`config.mk`:
```
export PLATFORM = sky130hd
export DESIGN_NAME = cnn_acc_requant_25s_10s
export DESIGN_NICKNAME = d
export VERILOG_FILES = /design/src/rtl/cnn_fixpt_pkg.sv /design/src/rtl/cnn_requant_sat.sv /design/src/rtl/cnn_acc_requant_25s_10s.sv
export SDC_FILE = /design/constraint.sdc
export NUM_CORES = 1
export LEC_CHECK = 0
export BUFFER_PORTS_ARGS = -buffer_cell sky130_fd_sc_hd__buf_2
export CAP_MARGIN = 20
export CORE_MARGIN = 10
export CORE_UTILIZATION = 39
export DETAILED_ROUTE_END_ITERATION = 8
export HOLD_SLACK_MARGIN = 0.08
export SLEW_MARGIN = 20
export SYNTH_ARGS = -nofsm -noshare
export SYNTH_HDL_FRONTEND = slang
export SYNTH_SLANG_ARGS = --single-unit
```
`constraint.sdc`:
```
create_clock -name ap_clk -period 6.9 [get_ports ap_clk]
set_input_delay 0.345 -clock ap_clk [delete_from_list [all_inputs] [get_ports ap_clk]]
set_output_delay 0.345 -clock ap_clk [all_outputs]
set_load 0.03 [all_outputs]
```
`src/rtl/cnn_fixpt_pkg.sv`:
```
// Shared fixed-point defaults, FSM state encoding and signed saturation bounds
// for the conv-layer accumulate/requantise path.
package cnn_fixpt_pkg;

  localparam int PROD_W_DEF = 25;
  localparam int BIAS_W_DEF = 16;
  localparam int ACC_W_DEF  = 32;
  localparam int OUT_W_DEF  = 10;
  localparam int SHIFT_DEF  = 8;

  typedef enum logic [1:0] {
    ST_IDLE = 2'd0,
    ST_ACC  = 2'd1,
    ST_HOLD = 2'd2
  } state_t;

  // Largest / smallest value of a w-bit two's complement number.
  function automatic longint smax(input int w);
    return (64'sd1 <<< (w - 1)) - 64'sd1;
  endfunction

  function automatic longint smin(input int w);
    return -(64'sd1 <<< (w - 1));
  endfunction

endpackage

```
`src/rtl/cnn_requant_sat.sv`:
```
// Combinational requantiser: round-half-up, arithmetic shift, clamp to OUT_W.
// The rounding sum uses one guard bit so it cannot wrap.
module cnn_requant_sat
  import cnn_fixpt_pkg::*;
#(
  parameter int ACC_W = ACC_W_DEF,
  parameter int OUT_W = OUT_W_DEF,
  parameter int SHIFT = SHIFT_DEF
) (
  input  logic signed [ACC_W-1:0] acc,
  output logic signed [OUT_W-1:0] dout,
  output logic                    clamp
);

  // Half an output LSB; zero when SHIFT is zero.
  localparam logic signed [ACC_W:0] RND  = ((ACC_W+1)'(1) <<< SHIFT) >>> 1;
  localparam logic signed [ACC_W:0] OMAX = (ACC_W+1)'(smax(OUT_W));
  localparam logic signed [ACC_W:0] OMIN = (ACC_W+1)'(smin(OUT_W));

  logic signed [ACC_W:0] sum;
  logic signed [ACC_W:0] r;

  always_comb begin
    sum   = (ACC_W+1)'(acc) + RND;
    r     = sum >>> SHIFT;
    clamp = 1'b0;
    dout  = r[OUT_W-1:0];
    if (r > OMAX) begin
      dout  = OMAX[OUT_W-1:0];
      clamp = 1'b1;
    end else if (r < OMIN) begin
      dout  = OMIN[OUT_W-1:0];
      clamp = 1'b1;
    end
  end

endmodule

```
`src/rtl/cnn_acc_requant_25s_10s.sv`:
```
// Accumulates a window of signed products onto a bias with a saturating
// accumulator, then registers the requantised 10-bit result (latency 1 from last beat).
module cnn_acc_requant_25s_10s
  import cnn_fixpt_pkg::*;
#(
  parameter int PROD_W = PROD_W_DEF,
  parameter int BIAS_W = BIAS_W_DEF,
  parameter int ACC_W  = ACC_W_DEF,
  parameter int OUT_W  = OUT_W_DEF,
  parameter int SHIFT  = SHIFT_DEF
) (
  input  logic                     ap_clk,
  input  logic                     ap_rst,
  input  logic signed [PROD_W-1:0] prod_din,
  input  logic                     prod_valid,
  input  logic                     prod_last,
  output logic                     prod_ready,
  input  logic signed [BIAS_W-1:0] bias,
  output logic signed [OUT_W-1:0]  out_dout,
  output logic                     out_valid,
  input  logic                     out_ready,
  output logic                     sat_flag
);

  localparam logic signed [ACC_W-1:0] A_MAX = ACC_W'(smax(ACC_W));
  localparam logic signed [ACC_W-1:0] A_MIN = ACC_W'(smin(ACC_W));

  state_t                  state;
  logic signed [ACC_W-1:0] acc;
  logic signed [ACC_W-1:0] acc_next;
  logic signed [ACC_W:0]   sum;
  logic                    acc_sat;
  logic                    acc_sat_next;
  logic                    ovf;
  logic                    beat;
  logic                    first;
  logic signed [OUT_W-1:0] q_dout;
  logic                    q_clamp;

  // In HOLD the next window may only start alongside the output handshake.
  assign prod_ready = (state != ST_HOLD) || out_ready;
  assign beat       = prod_valid && prod_ready;
  assign first      = (state != ST_ACC);

  always_comb begin
    if (first) sum = (ACC_W+1)'(bias) + (ACC_W+1)'(prod_din);
    else       sum = (ACC_W+1)'(acc)  + (ACC_W+1)'(prod_din);
    ovf          = sum[ACC_W] != sum[ACC_W-1];
    acc_next     = ovf ? (sum[ACC_W] ? A_MIN : A_MAX) : sum[ACC_W-1:0];
    acc_sat_next = (!first && acc_sat) || ovf;
  end

  cnn_requant_sat #(
    .ACC_W(ACC_W),
    .OUT_W(OUT_W),
    .SHIFT(SHIFT)
  ) u_requant (
    .acc  (acc_next),
    .dout (q_dout),
    .clamp(q_clamp)
  );

  always_ff @(posedge ap_clk or posedge ap_rst) begin
    if (ap_rst) begin
      state     <= ST_IDLE;
      acc       <= '0;
      acc_sat   <= 1'b0;
      out_dout  <= '0;
      out_valid <= 1'b0;
      sat_flag  <= 1'b0;
    end else begin
      if (state == ST_HOLD && out_ready) begin
        out_valid <= 1'b0;
        state     <= ST_IDLE;
      end
      // A beat accepted in the same cycle overrides the handshake defaults above.
      if (beat) begin
        acc     <= acc_next;
        acc_sat <= acc_sat_next;
        if (prod_last) begin
          out_dout  <= q_dout;
          sat_flag  <= q_clamp || acc_sat_next;
          out_valid <= 1'b1;
          state     <= ST_HOLD;
        end else begin
          state <= ST_ACC;
        end
      end
    end
  end

endmodule

```
==> flow_summary.yaml <==
status:
  run_status: "completed"
detailed_routing:
  vias_per_cell: 6.07
  drtPass1Iterations: 5
  routedWlPerCell_microns: 19.2
  via_count: 7036
  route.detailed.drc: 0
  totalWireLength_mm: 22.2
  ant_nets: 0
  drtIter0Drc: 499
timing:
  max_clock_freq_ghz: 0.163
  skew_ns: 0.0131
  relSlewSlack_pct: 45.5
  tightest_slew_ns: 0.816
  period_needed_ns: 6.13
  setup_viol_count_final: 0
  final_max_slew_viol_count: 0
  finalHoldViolCount: 0
  setup_ws_ns: 0.772
  rsz0062_at_grt: "no"
  min_period_over_period_pct: 88.8
  tns_ns: 0
floorplan:
  core_area_sq_mm: 0.0172
  rows: 48
  start_util_pct: 39.5
  ios: 59
  dieArea_sq_mm: 0.0231
  die_h_microns: 152
  die_w_microns: 152
cells_and_area:
  fin_cells: 1159
  seqCellArea_sq_mm: 0.00118
  area_delta_synth_final_pct: 8.77
  fin_area_sq_mm: 0.00737
  drive_gt1_share_pct: 12.3
  multi_input_area_sq_mm: 0.00533
  antenna_cells: 0
  nFillCells: 1826
  nets: 1039
yosys:
  ys_seq_area_share_pct: 17.3
  synth_edf_count: 0
  netlist.area_leader.share_pct: 17.3
  synth_ff_type: "dfrtp_1"
  ys_warn_count: 0
  synth_fp_nets: 1010
  syn_avg_cell_area_sq_um: 7.50
  yosysTopAreaCell: "dfrtp_1"
  ys_seq_elements: 47
  synth.distinct_cells: 87
  syn_area_sq_mm: 0.00678
  syn_inst: 904
  synthTopCellsByArea: "dfrtp_1 (17%), ha_1 (11%), a21oi_1 (6.3%)"
  async_reset_ff_share_pct: 100
place:
  preCtsSetupSlack_ns: 0.820
  gp_congestion: 0.982
  portBuffers: 58
  place_hpwl_mm: 17.7
  placed_cell_area_sq_mm: 0.00723
  dp.cells: 1151
clock_network:
  htree_levels: 2
  cts_setup_buffers: 0
  cts_resized: 0
  clk_latency_ns: 0.31
  clock-sinks: 47
  clk_pin_slew_ns: 0.08
  cts.root.buffer_cell: "clkbuf_16"
  hold_buffers: 0
  clock_path_buffers: 2
  cts_tree: "built"
  cts_made_buffers: 5
grt:
  grt_max_degree: 48
  grt_pass1_vias: 6615
  antenna_found_initial: 0
  grt_first_pass_wirelength_mm: 35.3
  grtUsageTotal_pct: 18.2
  overflow: 0
power_and_ir_drop:
  p_per_area_mw_per_mm2: 358
  p_leak_nw: 3.02
  irDropWorstVdd_v: 0.000129
setup_path:
  start_kind: "flop"
  r2r_slack_ns: 0.77
  crit_type: "reg -> reg"
  cp_max_fo: 11
  critical_path_required_ns: 7.14
  arrival_ns: 6.37
  cp-end-kind: "flop"
  rr_worst_depth: 20
  r2r_start: "acc[5]"
  r2r-end: "out_dout[1]"
job:
  max-cap-violations: 0
min_path:
  worst_hold_path_type: "in -> async"
==> logic make-up (layout without fill, tap and decap cells) <==
| kind of cell | Yosys count | in the layout | share of synthesized area (%) |
|---|---|---|---|
| flip-flops | 47 | 47 | 17.3 |
| AND/OR/NAND/NOR | 309 | 309 | 22.0 |
| multiplexers | 16 | 16 | 2.62 |
| AO/OA/AOI/OAI | 350 | 350 | 35.5 |
| adder cells (fa/ha/maj) | 60 | 60 | 11.3 |
| XOR/XNOR | 54 | 54 | 6.98 |
| buffers and inverters | 68 | 98 | 4.23 |
==> registers in the layout, indices dropped and copies added, names as in the netlist <==
register	cells
state	2
out_valid	1
acc_sat	1
acc	32
sat_flag	1
out_dout	10
==> cell usage in the layout, fill, tap and decap left out, types with 13 or more instances in the layout <==
cell type   n
nand2_1    95
nor2_1     91
a21oi_1    86
o21ai_0    73
ha_1       58
buf_2      58
dfrtp_1    47
xnor2_1    33
a211oi_1   26
a21o_1     24
inv_1      23
xor2_1     21
o211ai_1   18
nand3_1    18
nor3_1     16
nand4_1    16
mux2_2     14
nand2b_1   13
==> metal layers <==
metal	routed length, microns	vias to the layer above	share of wire (%)	global-route usage, %
met5	0	-	0	0
met1	10100	3317	45	24.2
li1	-	3477	-	-
met4	527	0	2.4	5.69
met2	10500	203	47	29.9
met3	1090	39	4.9	2.20
==> report_power, final <==
| part | switching [mW] | leakage, nW | internal, mW |
|---|---|---|---|
| logic | 1.21 | 2.41 | 0.711 |
| clock network | 0.121 | 0.0710 | 0.136 |
| registers | 0.0758 | 0.544 | 0.383 |
==> final cells by class <==
cell class / instances / area share, %
clock buffers: 6 / 1.75
clock inverters: 2 / 0.238
inverters: 24 / 1.26
multi-input cells: 789 / 72.2
flip-flops and latches: 47 / 16.0
well taps: 225 / 3.82
repair buffers: 66 / 4.75
==> critical path, cell delays in order (launching register included) <==
cell       delay, ns
dfrtp_1         0.39
ha_1            0.40
nand4_1         0.15
or3_4           0.42
a21oi_4         0.21
o211ai_4        0.13
a211o_1         0.36
a211oi_2        0.73
a21oi_1         0.09
a211o_1         0.38
inv_1           0.09
ha_1            0.24
nand3_1         0.09
o2bb2ai_1       0.29
nand4_1         0.32
xor2_1          0.25
nand3b_1        0.17
or4b_1          0.51
nor3_1          0.22
a311o_1         0.44
a32o_1          0.19
==> worst max-delay path by stage <==
stage	slack [ns]	cells past startpoint	to	start
5_1_grt	0.36	20	out_dout[1]	acc[6]
4_1_cts	0.87	20	out_dout[7]	acc[5]
2_1_floorplan	1.52	25	out_dout[1]	prod_din[0]
3_3_place_gp	0.92	21	out_dout[4]	prod_din[5]
6_report	0.77	20	out_dout[1]	acc[5]
3_5_place_dp	0.82	21	out_dout[7]	prod_din[5]
==> synth_stat cells (7+ instances only) <==
| master | count |
|---|---|
| clkbuf_1 | 29 |
| a21o_1 | 24 |
| nand2_1 | 96 |
| xor2_1 | 21 |
| o21ai_0 | 73 |
| a211oi_1 | 26 |
| nand2b_1 | 13 |
| dfrtp_1 | 47 |
| nor2_1 | 91 |
| inv_1 | 24 |
| a32o_1 | 9 |
| mux2_2 | 14 |
| o31ai_1 | 7 |
| ha_1 | 58 |
| o211ai_1 | 18 |
| o21a_1 | 10 |
| or3_1 | 7 |
| xnor2_1 | 33 |
| a31oi_1 | 9 |
| nand4_1 | 16 |
| a21oi_1 | 86 |
| nor2b_1 | 9 |
| nand3_1 | 18 |
| buf_2 | 7 |
| nor3_1 | 16 |
| and3_1 | 9 |
==> metrics by stage <==
| stage | power, mW | hold WS (ns) | utilization [%] |
|---|---|---|---|
| 2_1_floorplan | 1.88 | 0.450 | - |
| 3_3_place_gp | 2.34 | 0.458 | 42.1 |
| 3_5_place_dp | 2.35 | 0.468 | 42.1 |
| 4_1_cts | 2.62 | 0.149 | 42.9 |
| 5_1_grt | 2.85 | 0.165 | 42.9 |
| 6_report | 2.64 | 0.118 | 42.9 |
Note: power is estimated with default switching activity, not from simulation.
